## src/rtl/conv_pkg.sv

```systemverilog
// Shared types for the convolution sequencer: FSM state encoding and the
// number of valid (fully overlapped) outputs for a given memory geometry.
package conv_pkg;

    typedef enum logic [2:0] {
        IDLE,
        LOAD_F,
        LOAD_X,
        MAC,
        DRAIN,
        OUT,
        DONE
    } seq_state_e;

    function automatic int y_count(input int x_size, input int f_size);
        return x_size - f_size + 1;
    endfunction

endpackage

```

## src/rtl/conv_sequencer_rise_edge_det.sv

```systemverilog
// Rising-edge detector for a level input; the pulse is combinational from the
// current level and the registered previous level.
module rise_edge_det (
    input  logic clk,
    input  logic reset,
    input  logic din,
    output logic pulse
);

    logic din_q;

    always_ff @(posedge clk or negedge reset) begin
        if (!reset) begin
            din_q <= 1'b0;
        end else begin
            din_q <= din;
        end
    end

    assign pulse = din & ~din_q;

endmodule

```

## src/rtl/conv_sequencer.sv

```systemverilog
// Control sequencer for the 1-D convolution datapath: loads f and x memories,
// then runs one multiply-accumulate pass per output and hands each y downstream.
module conv_sequencer
    import conv_pkg::*;
#(
    parameter int F_MEM_SIZE       = 4,
    parameter int X_MEM_SIZE       = 8,
    parameter int F_MEM_ADDR_WIDTH = 2,
    parameter int X_MEM_ADDR_WIDTH = 3
) (
    input  logic                        clk,
    input  logic                        reset,
    input  logic                        conv_start,
    input  logic                        s_valid_f,
    output logic                        s_ready_f,
    input  logic                        s_valid_x,
    output logic                        s_ready_x,
    output logic                        f_wr_en,
    output logic                        x_wr_en,
    output logic [F_MEM_ADDR_WIDTH-1:0] f_addr,
    output logic [X_MEM_ADDR_WIDTH-1:0] x_addr,
    output logic                        acc_clr,
    output logic                        acc_en,
    output logic                        m_valid_y,
    input  logic                        m_ready_y,
    output logic                        conv_done
);

    localparam int Y_COUNT = y_count(X_MEM_SIZE, F_MEM_SIZE);

    localparam logic [F_MEM_ADDR_WIDTH-1:0] F_LAST = F_MEM_ADDR_WIDTH'(F_MEM_SIZE - 1);
    localparam logic [X_MEM_ADDR_WIDTH-1:0] X_LAST = X_MEM_ADDR_WIDTH'(X_MEM_SIZE - 1);
    localparam logic [X_MEM_ADDR_WIDTH-1:0] Y_LAST = X_MEM_ADDR_WIDTH'(Y_COUNT - 1);
    localparam logic [F_MEM_ADDR_WIDTH-1:0] F_ONE  = F_MEM_ADDR_WIDTH'(1);
    localparam logic [X_MEM_ADDR_WIDTH-1:0] X_ONE  = X_MEM_ADDR_WIDTH'(1);

    seq_state_e                  state;
    logic [F_MEM_ADDR_WIDTH-1:0] f_cnt;
    logic [X_MEM_ADDR_WIDTH-1:0] x_cnt;
    logic [X_MEM_ADDR_WIDTH-1:0] n;
    logic [F_MEM_ADDR_WIDTH-1:0] k;
    logic                        start_pulse;
    logic [X_MEM_ADDR_WIDTH:0]   n_ext;
    logic [X_MEM_ADDR_WIDTH:0]   k_ext;

    rise_edge_det u_start_edge (
        .clk   (clk),
        .reset (reset),
        .din   (conv_start),
        .pulse (start_pulse)
    );

    assign f_wr_en = s_valid_f & s_ready_f;
    assign x_wr_en = s_valid_x & s_ready_x;

    // Sample index n+k gets one extra bit of headroom before truncation.
    assign n_ext  = {1'b0, n};
    assign k_ext  = {{(X_MEM_ADDR_WIDTH + 1 - F_MEM_ADDR_WIDTH){1'b0}}, k};
    assign f_addr = (state == MAC) ? k : f_cnt;
    assign x_addr = (state == MAC) ? X_MEM_ADDR_WIDTH'(n_ext + k_ext) : x_cnt;

    always_ff @(posedge clk or negedge reset) begin
        if (!reset) begin
            state     <= IDLE;
            f_cnt     <= '0;
            x_cnt     <= '0;
            n         <= '0;
            k         <= '0;
            s_ready_f <= 1'b0;
            s_ready_x <= 1'b0;
            acc_clr   <= 1'b0;
            acc_en    <= 1'b0;
            m_valid_y <= 1'b0;
            conv_done <= 1'b0;
        end else begin
            acc_en    <= 1'b0;
            acc_clr   <= 1'b0;
            conv_done <= 1'b0;
            case (state)
                IDLE: begin
                    if (start_pulse) begin
                        f_cnt     <= '0;
                        x_cnt     <= '0;
                        s_ready_f <= 1'b1;
                        state     <= LOAD_F;
                    end
                end
                LOAD_F: begin
                    if (f_wr_en) begin
                        if (f_cnt == F_LAST) begin
                            f_cnt     <= '0;
                            s_ready_f <= 1'b0;
                            s_ready_x <= 1'b1;
                            state     <= LOAD_X;
                        end else begin
                            f_cnt <= f_cnt + F_ONE;
                        end
                    end
                end
                LOAD_X: begin
                    if (x_wr_en) begin
                        if (x_cnt == X_LAST) begin
                            x_cnt     <= '0;
                            s_ready_x <= 1'b0;
                            n         <= '0;
                            k         <= '0;
                            state     <= MAC;
                        end else begin
                            x_cnt <= x_cnt + X_ONE;
                        end
                    end
                end
                // Memory read latency is one cycle, so the accumulate strobe
                // for tap k lands the cycle after its read is issued.
                MAC: begin
                    acc_en  <= 1'b1;
                    acc_clr <= (k == '0);
                    if (k == F_LAST) begin
                        k     <= '0;
                        state <= DRAIN;
                    end else begin
                        k <= k + F_ONE;
                    end
                end
                DRAIN: begin
                    m_valid_y <= 1'b1;
                    state     <= OUT;
                end
                OUT: begin
                    if (m_valid_y && m_ready_y) begin
                        m_valid_y <= 1'b0;
                        if (n == Y_LAST) begin
                            conv_done <= 1'b1;
                            state     <= DONE;
                        end else begin
                            n     <= n + X_ONE;
                            state <= MAC;
                        end
                    end
                end
                DONE: begin
                    state <= IDLE;
                end
                default: begin
                    state <= IDLE;
                end
            endcase
        end
    end

endmodule
```

## config.mk

```make
export PLATFORM = sky130hd
export DESIGN_NAME = conv_sequencer
export DESIGN_NICKNAME = d
export VERILOG_FILES = /design/src/rtl/conv_pkg.sv /design/src/rtl/conv_sequencer_rise_edge_det.sv /design/src/rtl/conv_sequencer.sv
export SDC_FILE = /design/constraint.sdc
export NUM_CORES = 1
export LEC_CHECK = 0
export CORE_UTILIZATION = 40
export CTS_BUF_LIST = sky130_fd_sc_hd__clkbuf_2 sky130_fd_sc_hd__clkbuf_4 sky130_fd_sc_hd__clkbuf_8
export CTS_CLUSTER_SIZE = 8
export DETAILED_ROUTE_END_ITERATION = 8
export PLACE_DENSITY = 0.65
export SETUP_SLACK_MARGIN = 0.3
export SLEW_MARGIN = 20
export SYNTH_ARGS = -nofsm -noshare
export SYNTH_HDL_FRONTEND = slang
export SYNTH_SLANG_ARGS = --single-unit
```

## constraint.sdc

```tcl
create_clock -name clk -period 1.9 [get_ports clk]
set_clock_uncertainty 0.15 [all_clocks]
set_input_delay 0.57 -clock clk [delete_from_list [all_inputs] [get_ports clk]]
set_output_delay 0.57 -clock clk [all_outputs]
set_load 0.03 [all_outputs]
```

== After elaboration in Yosys (flattened, before gate mapping) ==
Index checks and enable logic that the tools add are counted.

* $add $sub $neg: 5
* Eq/ne operators: 17
* Multiplexer cells: 44
* Bitwise gates (word level): 4
* Reductions and logical operators: 17

{| class="wikitable"
|+ Operators by type and width
! kind !! count
|-
| 3-bit 2-to-1 mux || 16
|-
| 3-bit case mux with 6 select lines || 1
|-
| 2-bit 2-to-1 mux || 7
|-
| 2-bit != test (second input constant) || 7
|-
| 1-bit 2-to-1 mux || 13
|-
| 3-bit == test (second input constant) || 4
|-
| 3-bit case mux with 2 select lines || 2
|-
| 2-bit nonzero test || 6
|-
| 5-bit AND reduction || 2
|-
| 3-bit AND reduction || 3
|-
| 2-bit case mux with 2 select lines || 2
|-
| 7-bit AND reduction || 1
|-
| 3-bit by 1-bit adder with 3-bit output (second input constant) || 2
|-
| 3-bit by 2-bit == test with 1-bit output (second input constant) || 2
|-
| 1-bit case mux with 2 select lines || 3
|-
| 2-bit by 1-bit adder with 2-bit output (second input constant) || 2
|-
| 2-bit == test (second input constant) || 2
|-
| 4-bit AND reduction || 1
|-
| 3-bit by 2-bit adder with 3-bit output || 1
|-
| 1-bit AND || 3
|-
| 3-bit by 1-bit == test with 1-bit output (second input constant) || 1
|-
| 3-bit zero test || 1
|-
| 2-bit zero test || 1
|-
| 2-bit by 1-bit != test with 1-bit output (second input constant) || 1
|-
| other kinds (3) || 3
|}

* Register bits after elaboration: 20
* Word-level logic and storage cells: 99

== Longest topological paths before layout ==
* Depth after elaboration: 4
* Mapped depth: 6

== Modules after synthesis ==
Synthesis repeated with hierarchy kept, for this count alone.

* Cells, all modules: 115
* Area, all modules: 1,154.9 sq um

{| class="wikitable"
|+ By module, submodules not included
! module !! times used !! cells each !! area an instance (sq um) !! seq. area each (sq um)
|-
| conv_sequencer || 1 || 113 || 1,116.1 || 475.5
|-
| rise_edge_det || 1 || 2 || 38.8 || 25.0
|}

== Worst setup path after synthesis ==
Ideal clock, no wire load.

* Path kind: reg2out
* From: reg n[0]
* To: out x_addr[2]
* Arrival: 1.782 ns
* Required time: 1.180 ns
* Setup slack: -0.602 ns
* Stages on the path, launching flop included: 5
* Buffers on the path: 0
* Cell sequence: dfrtp_1 -> ha_1 -> fa_1 -> xnor2_1 -> o21ai_0

* Word-level cells in the longest chain between the ends: 2

{| class="wikitable"
|+ Ends and longest elaborated chain
! item !! line !! text
|-
| start: declaration || conv_sequencer.sv:40 || <nowiki>logic [X_MEM_ADDR_WIDTH-1:0] n;</nowiki>
|-
| start signal: assignment || conv_sequencer.sv:136 || <nowiki>n <= n + X_ONE;</nowiki>
|-
| 3-bit by 2-bit adder with 3-bit output || conv_sequencer.sv:60 || <nowiki>assign x_addr = (state == MAC) ? X_MEM_ADDR_WIDTH'(n_ext + k_ext) : x_cnt;</nowiki>
|-
| 3-bit 2-to-1 mux || conv_sequencer.sv:60 ||
|-
| end: declaration || conv_sequencer.sv:21 || <nowiki>output logic [X_MEM_ADDR_WIDTH-1:0] x_addr,</nowiki>
|}

Every way passes these cells.

== Worst setup path in the final report ==
* From: reg k[0]
* To: out x_addr[2]

* Word-level cells in the longest chain between the ends: 2

{| class="wikitable"
|+ Ends and longest elaborated chain
! item !! line !! text
|-
| start: declaration || conv_sequencer.sv:41 || <nowiki>logic [F_MEM_ADDR_WIDTH-1:0] k;</nowiki>
|-
| start signal: assignment || conv_sequencer.sv:122 || <nowiki>k <= k + F_ONE;</nowiki>
|-
| 3-bit by 2-bit adder with 3-bit output || conv_sequencer.sv:60 ||
|-
| 3-bit 2-to-1 mux || conv_sequencer.sv:60 ||
|}

Every way passes these cells.

==> flow_summary.toml <==
[outcome]
status = "finished with violations"
violations = "negative setup slack"

[cells_and_area]
fin_area_mm2 = 0.00180
multi_input_area_um2 = 798
drive_gt1_share_pct = 50.3
fillerInstances = 188
seqCellArea_um2 = 502
num_antenna_cells = 0
nets = 174
area_growth_pct = 58.1

[place]
gp_congestion = 0.701
io_buffers = 18
pre_cts_slack_ps = -206
dp_hpwl_um = 1960
place_area_mm2 = 0.00152

[global_route]
grt_pass1_vias = 1027
antenna_found_initial = 0
gr-total-overflow = 0
grt_pass1_wl_um = 4810
grtUsageTotal_pct = 20.2
grt_max_degree = 21

[min_path]
hp-class = "input pin to flop"
min_path_cells = 1
min-delay-start = "conv_start"

[critical_path]
worst-r2r-cell-count = 7
crit_path_end_kind = "output pin"
critPathLaunchType = "flop"
worstPathArrival_ps = 1680
cp_max_fo = 2
r2r-start = "n[1]"
cp.required_ps = 1180
path_class = "flop to output pin"
crit_start = "k[0]"

[yosys]
syn_area_mm2 = 0.00114
syn_avg_cell_area_um2 = 10.1
ys_types = 37
yosysSeqAreaShare_pct = 43.9
postSynthRegisterBits = 20
postSynthCellCount = 113
ys_warn_count = 0
synth.area.top_cells = "dfrtp_1 44%, ha_1 8.8%, nand2_1 4.9%"
synth_top_cell_by_area = "dfrtp_1"
syn_nets = 128
yosysTopAreaCellShare_pct = 43.9

[routing]
via_count = 1005
wirelength_um = 2950
wire_per_inst_um = 15.8
final_antenna_net_count = 0
drtPass1Iterations = 4
avgViaCountPerCell = 5.37
route.detailed.drc = 0
first_iter_violations = 14

[cts]
cts_buffers = 3
htree_levels = 1
clk_path_buf_depth = 2
tritoncts = "yes"
clkTransAtPathRegs_ps = 120
ctsHoldBuffers = 0
clock_latency_ps = 310
numClockSinks = 20
cts_root_buffer = "clkbuf_4"

[sta]
period_needed_ps = 2400
finalSetupViolCount = 5
hold_ws_ps = 352
timing.final.ws_setup_ps = -496
relSlewSlack_pct = 81.7
tightest_slew_ps = 275
slew_violations = 0
post-route-period-util_pct = 126
rsz0062_at_grt = "true"
hold_viol_final = 0
clock.fmax_ghz = 0.417

[floorplan]
initial_core_util_pct = 44.0
dieArea_mm2 = 0.00307
coreArea_mm2 = 0.00259
num_io_pins = 19
rows = 18
die_h_um = 55.4
die_w_um = 55.4

[power_and_ir_drop]
p_leak_nw = 0.848
peakVddDrop_v = 0.000889
p_per_area_mw_per_mm2 = 1410
power_mw = 2.53

[job]
drv_cap = 0
## power breakdown
| part | leakage (nW) | internal [mW] | switching (mW) |
|---|---|---|---|
| clock network | 0.0138 | 0.0740 | 0.137 |
| logic | 0.583 | 0.777 | 0.866 |
| registers | 0.252 | 0.550 | 0.127 |
| total | 0.848 | 1.40 | 1.13 |
## Yosys cell counts
cell type	number
a21o_1	1
dfrtp_1	20
and3_1	2
and2_2	1
inv_1	7
nand3_1	1
a2bb2oi_1	1
nand3b_4	1
buf_2	1
nor3b_1	1
a21oi_1	3
nand2_1	15
fa_1	1
nand2b_1	2
buf_6	1
nor3_1	2
nor2b_1	3
a41oi_1	1
nor3b_2	3
and2_1	3
o21ai_0	10
a22o_1	6
o31ai_1	2
mux2_2	1
a31oi_1	1
ha_1	8
inv_2	1
nor2_1	5
a2111oi_0	1
xor2_1	1
a32o_1	1
a211oi_1	1
xnor2_1	1
and3b_1	1
buf_4	1
nand2_2	1
o22ai_1	1
## worst max-delay path, cell delays in order (launching register included)
cell,delay (ps)
dfrtp_1,400
ha_2,190
fa_2,350
xnor2_2,150
o21ai_4,150
buf_6,140
## what timing repair did
item                                    4_1_cts  5_1_grt
gates resized for setup                      67       30
setup buffers                                 6        5
pin swaps                                     8        5
endpoints found under the setup margin       23       23
gates cloned                                  0        1
## state kept, by name, indices dropped and copies added, names as in the netlist
name and flops:
m_valid_y 1, n 3, k 2, acc_en 1
acc_clr 1, u_start_edge.din_q 1, s_ready_f 1, x_cnt 3
s_ready_x 1, conv_done 1, state 3, f_cnt 2
## cell usage in the layout (no fill, tap or decap), drive strengths merged, types with 2 or more instances in the layout
| cell | netlist | routed |
|---|---|---|
| clkbuf | 0 | 3 |
| a21oi | 3 | 3 |
| ha | 8 | 8 |
| nor3 | 2 | 2 |
| nor2b | 3 | 3 |
| o21ai | 10 | 10 |
| nand2 | 16 | 16 |
| inv | 8 | 8 |
| dfrtp | 20 | 20 |
| clkdlybuf4s50 | 0 | 2 |
| o31ai | 2 | 2 |
| and2 | 4 | 4 |
| and3 | 2 | 2 |
| buf | 3 | 41 |
| nor3b | 4 | 4 |
| nor2 | 5 | 5 |
| a22o | 6 | 6 |
| nand2b | 2 | 2 |
## metal layers
metal  vias to the layer above  global-route usage, %  wire (um)
met2                        29                   34.1       1580
met1                       480                   23.7       1220
li1                        492                      -          -
met4                         0                   8.93         31
met5                         -                      0          0
met3                         4                   5.62        123
## logic make-up after synthesis
group / synth area share [%]
xor+xnor: 1.54
fa+ha+maj: 10.5
simple gates: 21.1
flops: 43.9
mux: 0.988
buf+inv: 4.72
compound gates: 17.2
## through the flow
step	cells	setup TNS [ps]	utilization (%)
after floorplan	113	-256	-
after global placement	172	-1650	58.6
after detailed placement	172	-1840	58.6
after CTS	181	-1660	64.1
after global routing	187	-2070	69.6
final	187	-1670	69.6
## area by class of cell
type | count | share of cell area, %
timing repair buffer | 44 | 22.7
clock buffer | 3 | 1.25
inverter | 8 | 1.81
tap | 30 | 2.08
sequential | 20 | 27.8
multi-input combinational | 82 | 44.3
## path summary, 6_finish.rpt
kind | to | slack, ps
min in group asynchronous | f_cnt[0] | 430
worst max-delay path | x_addr[2] | -500
worst min-delay path | u_start_edge.din_q | 350
worst min register to register | f_cnt[1] | 420
worst max register to register | n[0] | 190
max in group asynchronous | state[0] | 920
No activity file was read; power rests on OpenSTA's default activity.
